**src/rtl/ram128x1s_reader.sv**
```systemverilog
// Readback engine for a 128x1 distributed RAM.
// The engine steps the RAM address once per cycle and samples the
// asynchronous RAM output. It packs the bits LSB-first into WORD_W-bit
// words and sends them out on a valid/ready stream.
module ram128x1s_reader #(
  parameter int unsigned WORD_W = 8
) (
  input  logic              CLK,
  input  logic              RSTN,
  input  logic              START,
  input  logic              ABORT,
  output logic [6:0]        A,
  input  logic              RAM_O,
  output logic [WORD_W-1:0] M_DATA,
  output logic              M_VALID,
  input  logic              M_READY,
  output logic              BUSY,
  output logic              DONE
);

  localparam int unsigned NWORDS = 128 / WORD_W;
  localparam int unsigned CNT_W  = (WORD_W > 1) ? $clog2(WORD_W) : 1;
  localparam logic [CNT_W-1:0] LAST_BIT = CNT_W'(WORD_W - 1);

  // A sweep always covers the whole RAM, so the word width must tile 128 bits.
  if (NWORDS * WORD_W != 128) begin : g_bad_word_w
    $error("ram128x1s_reader: WORD_W must divide 128");
  end

  typedef enum logic [1:0] {
    IDLE  = 2'd0,
    SCAN  = 2'd1,
    DRAIN = 2'd2
  } state_t;

  state_t            state;
  logic [CNT_W-1:0]  bitcnt;
  logic [WORD_W-1:0] shreg;
  logic [WORD_W-1:0] word_next;
  logic              complete;
  logic              stall;
  logic              accept;

  // Partial word with the current RAM bit merged in at position bitcnt.
  always_comb begin
    word_next         = shreg;
    word_next[bitcnt] = RAM_O;
  end

  // Handshake qualifiers. A completing edge with an unaccepted word pending stalls.
  always_comb begin
    complete = (bitcnt == LAST_BIT);
    accept   = M_VALID & M_READY;
    stall    = M_VALID & ~M_READY & complete;
  end

  // Sweep FSM, address generator, word assembler and output stream registers.
  always_ff @(posedge CLK or negedge RSTN) begin
    if (!RSTN) begin
      state   <= IDLE;
      A       <= '0;
      bitcnt  <= '0;
      shreg   <= '0;
      M_DATA  <= '0;
      M_VALID <= 1'b0;
      BUSY    <= 1'b0;
      DONE    <= 1'b0;
    end else begin
      DONE <= 1'b0;
      if (ABORT && (state != IDLE)) begin
        state   <= IDLE;
        A       <= '0;
        bitcnt  <= '0;
        M_VALID <= 1'b0;
        BUSY    <= 1'b0;
      end else begin
        unique case (state)
          IDLE: begin
            if (START) begin
              state  <= SCAN;
              A      <= '0;
              bitcnt <= '0;
              BUSY   <= 1'b1;
            end
          end
          SCAN: begin
            if (!stall) begin
              shreg <= word_next;
              A     <= A + 7'd1;
              if (complete) begin
                // Load the new word even if the old one is being accepted at
                // this edge, so back-to-back words flow without a bubble.
                M_DATA  <= word_next;
                M_VALID <= 1'b1;
                bitcnt  <= '0;
                if (A == 7'd127) begin
                  state <= DRAIN;
                end
              end else begin
                bitcnt <= bitcnt + CNT_W'(1);
                if (accept) begin
                  M_VALID <= 1'b0;
                end
              end
            end
          end
          DRAIN: begin
            if (accept) begin
              M_VALID <= 1'b0;
              DONE    <= 1'b1;
              BUSY    <= 1'b0;
              state   <= IDLE;
            end
          end
          default: begin
            state <= IDLE;
          end
        endcase
      end
    end
  end

endmodule
```
**config.mk**
```make
export PLATFORM = sky130hd
export DESIGN_NAME = ram128x1s_reader
export DESIGN_NICKNAME = d
export VERILOG_FILES = /design/src/rtl/ram128x1s_reader.sv
export SDC_FILE = /design/constraint.sdc
export NUM_CORES = 1
export LEC_CHECK = 0
export ABC_AREA = 1
export CAP_MARGIN = 20
export CORE_ASPECT_RATIO = 0.8
export CORE_MARGIN = 4
export CORE_UTILIZATION = 48
export CTS_CLUSTER_DIAMETER = 150
export CTS_CLUSTER_SIZE = 40
export DETAILED_ROUTE_END_ITERATION = 12
export PLACE_DENSITY = 0.75
export RECOVER_POWER = 50
export SYNTH_ARGS = -nofsm -noshare
export SYNTH_HDL_FRONTEND = slang
export SYNTH_SLANG_ARGS = --single-unit
```
**constraint.sdc**
```tcl
create_clock -name CLK -period 1.3 [get_ports CLK]
set_input_delay 0.325 -clock CLK [delete_from_list [all_inputs] [get_ports CLK]]
set_output_delay 0.325 -clock CLK [all_outputs]
set_load 0.02 [all_outputs]
```
==> metrics <==
Row Count=18; Yosys cell types=26; synthesized area=approximately 1600 um^2; LEAKAGE=~1.1 nW; TritonCTS Sinks=31; grt total ovfl=0; final hold viol count=0; Die Area=4400 um^2; GR Util All Layers=20.3%; Seq cells post-synth=31; RSZ-0062 raised after global routing=true; Routed Antenna Nets=0; DRT iter0 DRCs=between 100 and 150; CP endpoint kind=flop; TritonCTS clock tree=done; vias per inst=5.19; CP Data Required Time=approximately 1.5 ns; CTS Root Cell=clkbuf_8; first-pass GRT wire length=6650 um; syn nets=209; Mapped Cells=200; Num CTS Buffers=5; type of the worst min-delay path=flop to flop; DP HPWL=2660 um; max-cap violations=0; vias in the first global route=around 1.5k; cell taking the most area after synthesis=dfrtp_1; Core Region=3180 um^2; clock skew=roughly 0.0087 ns; commonest non-fill, non-tap cell in the layout=nand2_1; maximum vdd ir drop=about 1 mV; outcome=complete, but fails checks; antenna violations before repair=0; Syn. warnings=0; routed length per placed instance=13.6 um; fin nets=263; Cell Pwr Density=1700 nW/um^2; failing checks=negative setup slack; area grow syn2layout=39.3%; Max Root-Sink Buffers=2; io pins=24; Initial DRT Pass Iterations=4; Diodes inserted=0; Avg Cell Area, Syn=8.15 um^2; setup TNS=-1.67 ns; Slew headroom=48.3%; CTS clk-pin slew, worst paths=0.07 ns; Non-Filler Instances=295; WP data arrival=1.63 ns; sequential share of the synthesized area=between 40 and 50%; Die H=roughly 60 um; Remaining DRCs=0; final wirelength=4000 um; Final Max Tran Viols=0; input/output buffers=23; GP Congestion=0.835; CP startpoint kind=flop; Area contributors post-synth=dfrtp_1 (48%), nand2_1 (17%), o21ai_0 (6.1%); H-tree levels=2; pin count of the biggest net entering global routing=32; Placed Instances=about 280; CTS Hold Buffers Added=0; Vias=1530; commonest cells after routing, fill and taps aside=nand2_1 (66), dfrtp_1 (29), buf_4 (22); share of the synthesized area in the top cell type=a little under half; Starting Density=51.3%; Worst-Skew Late Latency=~0.29 ns; setup violators final=27; final setup margin=-0.110 ns; fraction of layout cells with a size suffix above 1=33.3%; Filler cells=approximately 240; CP Class=flop to flop; Worst Max-Slew Pin Slew=just under 0.8 ns; Max Fanout on Critical Path=11; Die Wd=around 73 um; FMAX=0.709 GHz; period utilization=108%; Period minus WS final=1.41 ns
==> flip-flops by register name, indices dropped and copies added, names as in the netlist <==
signal / flops
A: 7
M_DATA: 8
M_VALID: 1
BUSY: 1
bitcnt: 3
state: 2
shreg: 8
DONE: 1
==> layer usage <==
metal | wire (um) | up-vias | track usage, %
li1 | - | 760 | -
met1 | 1940 | 715 | 27.9
met2 | 1770 | 48 | 29.8
met3 | 211 | 7 | 5.04
met4 | 74 | 0 | 9.74
met5 | 0 | - | 0
==> kinds of logic (layout without fill, tap and decap cells) <==
group / count (synthesis) / in the layout / synth area share [%]
simple gates: 111 / 112 / 32.3
flops: 31 / 31 / 47.6
compound gates: 31 / 31 / 10.4
buf+inv: 22 / 76 / 6.30
fa+ha+maj: 3 / 3 / 2.30
xor+xnor: 2 / 2 / 1.08
==> area by class of cell <==
class,count,area [um^2],area share [%]
clock inverter,1,5.00,0.221
inverter,20,85.1,3.75
clock buffer,7,76.3,3.36
tap,40,50.0,2.21
timing repair buffer,48,402,17.7
multi-input combinational,148,873,38.5
sequential,31,778,34.3
==> synth_stat cells <==
library cell and count:
a21oi_1 6, a21oi_2 1, buf_6 2, dfrtp_1 31, ha_1 3, inv_1 16, inv_2 2, inv_4 2
nand2_1 72, nand2_2 1, nand2_4 2, nand3_1 14, nand3_2 2, nand3_4 1, nand4_1 2, nor2_1 9
nor2_2 2, nor2_4 2, nor2_8 1, nor3_1 1, nor4_1 1, o21ai_0 20, o21ai_1 1, o21ai_2 3
or2_2 1, xor2_1 2
==> critical path, stage by stage (launching register included) <==
cell     delay, ns
dfrtp_1       0.41
ha_4          0.18
ha_4          0.17
nand3_4       0.11
nand2_8       0.10
nor2_4        0.21
nand2_1       0.09
nand2_1       0.07
==> through the flow <==
stage	total power, W	cell area (um^2)	setup slack, ns	util (%)	hold slack (ns)
2_1_floorplan	0.00233	1660	-0.0617	-	0.0294
3_3_place_gp	0.00288	2130	-0.319	67.0	0.463
3_5_place_dp	0.00290	2130	-0.360	67.0	0.471
4_1_cts	0.00374	2260	-0.116	71.1	0.407
5_1_grt	0.00413	2270	-0.181	71.5	0.508
6_report	0.00386	2270	-0.110	71.5	0.480
==> where the power goes <==
part	total, W	switching [W]	internal (W)
clock network	0.000738	0.000362	0.000375
registers	0.00133	0.000174	0.00116
logic	0.00180	0.00109	0.000706
==> path summary, 6_finish.rpt <==
| kind | start | end | slack, ns | depth (start not counted) |
|---|---|---|---|---|
| max | bitcnt[0] | M_DATA[5] | -0.11 | 7 |
| min | BUSY | BUSY | 0.48 | 2 |
| max reg2reg | bitcnt[0] | M_DATA[5] | -0.11 | 7 |
| min reg2reg | BUSY | BUSY | 0.48 | 2 |
| max in group asynchronous | RSTN | A[1] | 0.19 | 2 |
| min in group asynchronous | RSTN | shreg[2] | 0.57 | 2 |
==> repair_timing <==
action | in CTS | in global routing
resized for setup | 51 | 30
endpoints found under the setup margin | 46 | 38
pin swaps | 2 | 4
gates cloned | 1 | 0
buffers inserted | 1 | 1
Power figures use the tool's default switching activity.
